File: src/rtl/shift_seq_ctrl_if.sv
// Handshake and shift-register control bundle between upstream, controller and the external shift register.
interface shift_seq_ctrl_if;
    logic tx_valid;
    logic tx_ready;
    logic abort;
    logic sr_clk_en;
    logic sr_shift_load_n;
    logic sr_si;
    logic bit_strobe;
    logic busy;
    logic frame_done;

    // Upstream producer side (also observes the shift-register controls).
    modport master (
        output tx_valid,
        output abort,
        input  tx_ready,
        input  sr_clk_en,
        input  sr_shift_load_n,
        input  sr_si,
        input  bit_strobe,
        input  busy,
        input  frame_done
    );

    // Controller side.
    modport slave (
        input  tx_valid,
        input  abort,
        output tx_ready,
        output sr_clk_en,
        output sr_shift_load_n,
        output sr_si,
        output bit_strobe,
        output busy,
        output frame_done
    );
endinterface

File: src/rtl/shift_seq_ctrl.sv
// Sequencer for a parallel-load shift register: loads one word on accept, then issues
// NBIT shift pulses spaced CLKDIV clocks apart and flags the end of the frame.
module shift_seq_ctrl #(
    parameter int unsigned NBIT   = 8,
    parameter int unsigned CLKDIV = 4,
    parameter logic        FILL   = 1'b0
) (
    input  logic            clk,
    input  logic            rst,
    shift_seq_ctrl_if.slave bus
);
    localparam int unsigned BCNT_W = $clog2(NBIT + 1);
    localparam int unsigned DIV_W  = (CLKDIV > 1) ? $clog2(CLKDIV) : 1;
    localparam logic [DIV_W-1:0]  DIV_LAST = DIV_W'(CLKDIV - 1);
    localparam logic [BCNT_W-1:0] BIT_LAST = BCNT_W'(NBIT - 1);

    typedef enum logic [1:0] {
        IDLE  = 2'd0,
        SHIFT = 2'd1,
        DONE  = 2'd2
    } state_t;

    state_t              state_q, state_d;
    logic [DIV_W-1:0]    div_q, div_d;
    logic [BCNT_W-1:0]   bcnt_q, bcnt_d;

    logic tx_ready;
    logic sr_clk_en;
    logic sr_shift_load_n;
    logic bit_strobe;
    logic busy;
    logic frame_done;

    // State and counter registers.
    always_ff @(posedge clk or posedge rst) begin
        if (rst) begin
            state_q <= IDLE;
            div_q   <= '0;
            bcnt_q  <= '0;
        end else begin
            state_q <= state_d;
            div_q   <= div_d;
            bcnt_q  <= bcnt_d;
        end
    end

    // Next state, counters and the shift-register controls.
    always_comb begin
        state_d         = state_q;
        div_d           = div_q;
        bcnt_d          = bcnt_q;
        tx_ready        = 1'b0;
        sr_clk_en       = 1'b0;
        sr_shift_load_n = 1'b1;
        bit_strobe      = 1'b0;
        busy            = 1'b1;
        frame_done      = 1'b0;

        case (state_q)
            IDLE: begin
                tx_ready = 1'b1;
                busy     = 1'b0;
                if (bus.tx_valid && !bus.abort) begin
                    sr_clk_en       = 1'b1;
                    sr_shift_load_n = 1'b0;
                    div_d           = '0;
                    bcnt_d          = '0;
                    state_d         = SHIFT;
                end
            end
            SHIFT: begin
                if (bus.abort) begin
                    div_d   = '0;
                    bcnt_d  = '0;
                    state_d = IDLE;
                end else if (div_q == DIV_LAST) begin
                    sr_clk_en  = 1'b1;
                    bit_strobe = 1'b1;
                    div_d      = '0;
                    bcnt_d     = bcnt_q + BCNT_W'(1);
                    if (bcnt_q == BIT_LAST) begin
                        state_d = DONE;
                    end
                end else begin
                    div_d = div_q + DIV_W'(1);
                end
            end
            DONE: begin
                // Frame end is reported even if abort arrives now; abort only forces IDLE, which is next anyway.
                frame_done = 1'b1;
                state_d    = IDLE;
            end
            default: begin
                state_d = IDLE;
            end
        endcase
    end

    assign bus.tx_ready        = tx_ready;
    assign bus.sr_clk_en       = sr_clk_en;
    assign bus.sr_shift_load_n = sr_shift_load_n;
    assign bus.sr_si           = FILL;
    assign bus.bit_strobe      = bit_strobe;
    assign bus.busy            = busy;
    assign bus.frame_done      = frame_done;
endmodule
File: src/flat_wrapper.sv
// flat-port wrapper written by rule: the top's interface ports become plain ports
module shift_seq_ctrl_flat 
#(
    parameter int unsigned NBIT   = 8,
    parameter int unsigned CLKDIV = 4,
    parameter logic        FILL   = 1'b0
)
  (clk, rst, bus_tx_valid, bus_abort, bus_tx_ready, bus_sr_clk_en, bus_sr_shift_load_n, bus_sr_si, bus_bit_strobe, bus_busy, bus_frame_done);
  shift_seq_ctrl_if bus_i ();
  input  logic clk;
  input  logic rst;
  input wire logic [$bits(bus_i.tx_valid)-1:0] bus_tx_valid;
  input wire logic [$bits(bus_i.abort)-1:0] bus_abort;
  output wire logic [$bits(bus_i.tx_ready)-1:0] bus_tx_ready;
  output wire logic [$bits(bus_i.sr_clk_en)-1:0] bus_sr_clk_en;
  output wire logic [$bits(bus_i.sr_shift_load_n)-1:0] bus_sr_shift_load_n;
  output wire logic [$bits(bus_i.sr_si)-1:0] bus_sr_si;
  output wire logic [$bits(bus_i.bit_strobe)-1:0] bus_bit_strobe;
  output wire logic [$bits(bus_i.busy)-1:0] bus_busy;
  output wire logic [$bits(bus_i.frame_done)-1:0] bus_frame_done;
  assign bus_i.tx_valid = bus_tx_valid;
  assign bus_i.abort = bus_abort;
  assign bus_tx_ready = bus_i.tx_ready;
  assign bus_sr_clk_en = bus_i.sr_clk_en;
  assign bus_sr_shift_load_n = bus_i.sr_shift_load_n;
  assign bus_sr_si = bus_i.sr_si;
  assign bus_bit_strobe = bus_i.bit_strobe;
  assign bus_busy = bus_i.busy;
  assign bus_frame_done = bus_i.frame_done;
  shift_seq_ctrl #(.NBIT(NBIT), .CLKDIV(CLKDIV), .FILL(FILL)) u_core (.clk(clk), .rst(rst), .bus(bus_i));
endmodule
File: config.mk
export PLATFORM = sky130hd
export DESIGN_NAME = shift_seq_ctrl_flat
export DESIGN_NICKNAME = d
export VERILOG_FILES = /design/src/rtl/shift_seq_ctrl_if.sv /design/src/rtl/shift_seq_ctrl.sv /design/src/flat_wrapper.sv
export SDC_FILE = /design/constraint.sdc
export NUM_CORES = 1
export LEC_CHECK = 0
export ABC_CLOCK_PERIOD_IN_PS = 1900
export CORE_AREA = 3 3 40 42
export DETAILED_ROUTE_END_ITERATION = 10
export DIE_AREA = 0 0 43 45
export GPL_TIMING_DRIVEN = 1
export PLACE_DENSITY = 0.64
export SYNTH_ARGS = -nofsm -noshare
export SYNTH_HDL_FRONTEND = slang
export SYNTH_SLANG_ARGS = --single-unit
File: constraint.sdc
create_clock -name clk -period 1.9 [get_ports clk]
set_input_delay 0.475 -clock clk [delete_from_list [all_inputs] [get_ports clk]]
set_output_delay 0.475 -clock clk [all_outputs]
set_load 0.01 [all_outputs]
==> out/qor.txt <==
FLOORPLAN
-------------------------------------------------------------------------------------------
Die ar. ......................................................................   1935 sq um
Effective utilization at floorplan ...........................................       0.3807
Num rows .....................................................................           13
Placeable core region ........................................................   1285 sq um
I/O Pins .....................................................................           11
Die Y ........................................................................        45 um
Horizontal die dimension .....................................................        43 um

POWER AND IR DROP
-------------------------------------------------------------------------------------------
Static Leak ..................................................................    0.3390 nW
Power share of the combinational group .......................................        0.193
Sw frac ......................................................................       0.2494
Switching Power ..............................................................   0.09536 mW
Share of power burned in the clock network ...................................        0.330
Cell Int Power ...............................................................    0.2870 mW
Power per unit of standard cell area ......................................... 552.6 nW/um^2
Peak supply drop .............................................................     478.1 uV
Share of power burned in registers ...........................................        0.478

CLOCK TREE
-------------------------------------------------------------------------------------------
H-tree depth .................................................................            1
Clock latency reported for the late side of the worst-skew pair ..............      0.25 ns
Clk slew on worst S/H paths ..................................................      0.05 ns
Inserted Clock Buffers .......................................................            3
Maximum buffer depth of the clock tree .......................................            2
Clock sink count .............................................................            8
TritonCTS clock tree .........................................................        built
Clock root cell .............................................................. sky130_fd_sc_hd__clkbuf_4
Number of hold buffers added after cts .......................................            0

ROUTING
-------------------------------------------------------------------------------------------
Mean number of vias per cell .................................................        5.047
Routed WL ....................................................................       969 um
Count of nets left with antenna violations after detail routing ..............            0
Number of detailed-route iterations in the first pass ........................            2
Number of design-rule violations left by the first detailed-router iteration .           11
# DRC ........................................................................            0
Wirelength per Cell ..........................................................     11.27 um
Vias .........................................................................          434

CELLS AND AREA
-------------------------------------------------------------------------------------------
Ratio of cells with drive above 1 in the final layout ........................       0.3099
Number of non-filler instances in the completed layout .......................           86
Count of inserted antenna diode cells ........................................            0
Area Growth Syn to Fin .......................................................       41.43%
Core occupancy in the finished layout ........................................       0.5385
Filler cells .................................................................          127
Final net count ..............................................................           79

SYNTHESIS
-------------------------------------------------------------------------------------------
Number of synthesized register bits ..........................................            8
Part of the Yosys area used for sequential elements ..........................       0.4092
Post-synthesis cell count ....................................................           52
Number of warning messages in the yosys log ..................................            0
Number of distinct library cells after synthesis .............................           26
Top cell type's share of synthesized area ....................................       0.4092
Syn Std Cell Area ............................................................  489.2 sq um
Synth area leaders ........................................................... sky130_fd_sc_hd__dfrtp_1 (41%), sky130_fd_sc_hd__ha_1 (5.1%), sky130_fd_sc_hd__nand3b_1 (4.6%)
Avg Inst Size Synth ..........................................................  9.408 sq um
Largest area contributor in the synthesized netlist .......................... sky130_fd_sc_hd__dfrtp_1
Syn Nets .....................................................................           58

SETUP PATH
-------------------------------------------------------------------------------------------
Setup slack of the worst register-to-register path ...........................      0.38 ns
Kind of end point of the critical path ....................................... primary output
Arrival time reported for the critical path endpoint .........................      1.38 ns
Critical path required time ..................................................      1.42 ns
Crit path max fanout .........................................................            3
Setup crit start kind ........................................................    flip-flop
CP Class ..................................................................... flip-flop to primary output

STA
-------------------------------------------------------------------------------------------
Setup slack after layout .....................................................   0.04776 ns
Max Clk Rate .................................................................    539.9 MHz
Hold_ws ......................................................................    0.4649 ns
Count of final max-slew check failures .......................................            0
Final setup vio count ........................................................            0
Worst setup skew after layout ................................................ 0.0001611 ns
Hold Violations, Final .......................................................            0
Part of the cycle the worst path needs .......................................       0.9749
Post-layout minimum cycle time ...............................................     1.852 ns
Unrepaired setup endpoints after global routing ..............................         true

GLOBAL ROUTING
-------------------------------------------------------------------------------------------
Global-route usage over all layers ...........................................       0.1241
Vias in the first global route ...............................................          394
Antenna violations before repair .............................................            0
Largest net degree at the start of global routing ............................           14
Global-route wire length before repair .......................................      1697 um
Remaining Overflow, GRT ......................................................            0

PLACEMENT
-------------------------------------------------------------------------------------------
Instance count after placement with tap cells included .......................           80
Count of input and output buffers ............................................            9
Dpl ws .......................................................................   -0.7630 ns
Placer's final routability congestion estimate ...............................       0.7330
DP HPWL ......................................................................     739.1 um

RUN STATUS
-------------------------------------------------------------------------------------------
Result of the run ............................................................ finished, final reports clean

WORST HOLD PATH
-------------------------------------------------------------------------------------------
Min-Delay Path Class ......................................................... input pin to asynchronous set/reset pin

RUN
-------------------------------------------------------------------------------------------
Max-cap viol count ...........................................................            0

[worst max-delay path, cell delays in order (launching register included)]
cell and delay [ns]:
sky130_fd_sc_hd__dfrtp_1 0.37, sky130_fd_sc_hd__or4b_4 0.57, sky130_fd_sc_hd__nand2_2 0.08, sky130_fd_sc_hd__buf_6 0.09
[power by group through the flow]
stage / Combinational, mW / Sequential, mW / Clock [mW]
6_report: 0.0737 / 0.183 / 0.126
5_1_grt: 0.0816 / 0.183 / 0.148
4_1_cts: 0.0703 / 0.183 / 0.131
3_5_place_dp: 0.0699 / 0.185 / 0
3_3_place_gp: 0.0684 / 0.185 / 0
2_1_floorplan: 0.0389 / 0.185 / 0
[state kept, by name, summed over array words and instances (netlist names)]
signal,cells
u_core.state_q,2
u_core.bcnt_q,4
u_core.div_q,2
[kinds of logic after synthesis]
group | synth area share
flip-flops | 0.4092
other | 0.007665
AND/OR/NAND/NOR | 0.2685
AO/OA/AOI/OAI | 0.1560
adder cells (fa/ha/maj) | 0.05114
buffers and inverters | 0.06649
multiplexers | 0.04092
[placed cells by master (no fill, tap or decap), types with 2 or more instances in the layout]
master                           n
sky130_fd_sc_hd__nand3_1         2
sky130_fd_sc_hd__nand3b_1        3
sky130_fd_sc_hd__ha_1            2
sky130_fd_sc_hd__buf_6           2
sky130_fd_sc_hd__mux2i_1         2
sky130_fd_sc_hd__clkbuf_4        3
sky130_fd_sc_hd__o211ai_1        2
sky130_fd_sc_hd__a21oi_1         2
sky130_fd_sc_hd__nor2_1          3
sky130_fd_sc_hd__inv_1           4
sky130_fd_sc_hd__nor2b_1         2
sky130_fd_sc_hd__o21ai_1         2
sky130_fd_sc_hd__a32o_1          2
sky130_fd_sc_hd__dlygate4sd2_1   3
sky130_fd_sc_hd__nand2b_1        2
sky130_fd_sc_hd__dfrtp_1         8
sky130_fd_sc_hd__buf_4          10
[routing by layer]
layer,share of wire,up-vias,routed length (um),GRT usage
met3,0.052,2,50,0.02789
met1,0.47,197,451,0.1572
met4,0.034,0,33,0.1084
met5,0,-,0,0
met2,0.45,11,434,0.1766
li1,-,224,-,-
[per-stage QoR]
| step | setup TNS, ns | area [sq um] | power [mW] |
|---|---|---|---|
| final | 0 | 691.9 | 0.3823 |
| after floorplan | 0 | 489.2 | 0.2236 |
| after global routing | -0.02253 | 691.9 | 0.4133 |
| after global placement | -2.107 | 633.1 | 0.2534 |
| after detailed placement | -2.087 | 633.1 | 0.2551 |
| after CTS | 0 | 669.4 | 0.3833 |
[synth_stat cells, drive strengths merged]
library cell / n
inv: 4
nand2b: 2
or2: 1
o21bai: 1
and3: 1
nand4b: 1
o211ai: 2
nand3: 3
nor2: 4
a2111oi: 1
mux2i: 2
and4b: 1
conb: 1
or3b: 1
ha: 2
dfrtp: 8
a32o: 2
o21ai: 3
nand3b: 3
nand2: 1
or4b: 1
nor2b: 2
a21oi: 2
buf: 3
[worst paths after layout]
path,startpoint,to,cells past startpoint
setup / recovery,u_core.state_q[1],bus_sr_clk_en,3
hold / removal,rst,u_core.div_q[0],2
setup reg to reg,u_core.state_q[1],u_core.bcnt_q[1],5
hold reg to reg,u_core.bcnt_q[0],u_core.bcnt_q[0],1
max in group asynchronous,rst,u_core.bcnt_q[1],2
min in group clk,u_core.bcnt_q[0],u_core.bcnt_q[0],1
[final cells by class]
type                    count  area (sq um)  share of cell area
multi-input cells          37         275.3              0.3978
flip-flops and latches      8         200.2              0.2893
repair buffers             19         160.2              0.2315
clock buffers               3         22.52             0.03255
well taps                  15         18.77             0.02712
inverters                   4         15.01             0.02170
[repair_timing]
action	4_1_cts	5_1_grt
setup endpoints to repair	6	3
resized for setup	21	6
pin swaps	3	2
buffers inserted	3	0
(Power assumes the default switching activity.)
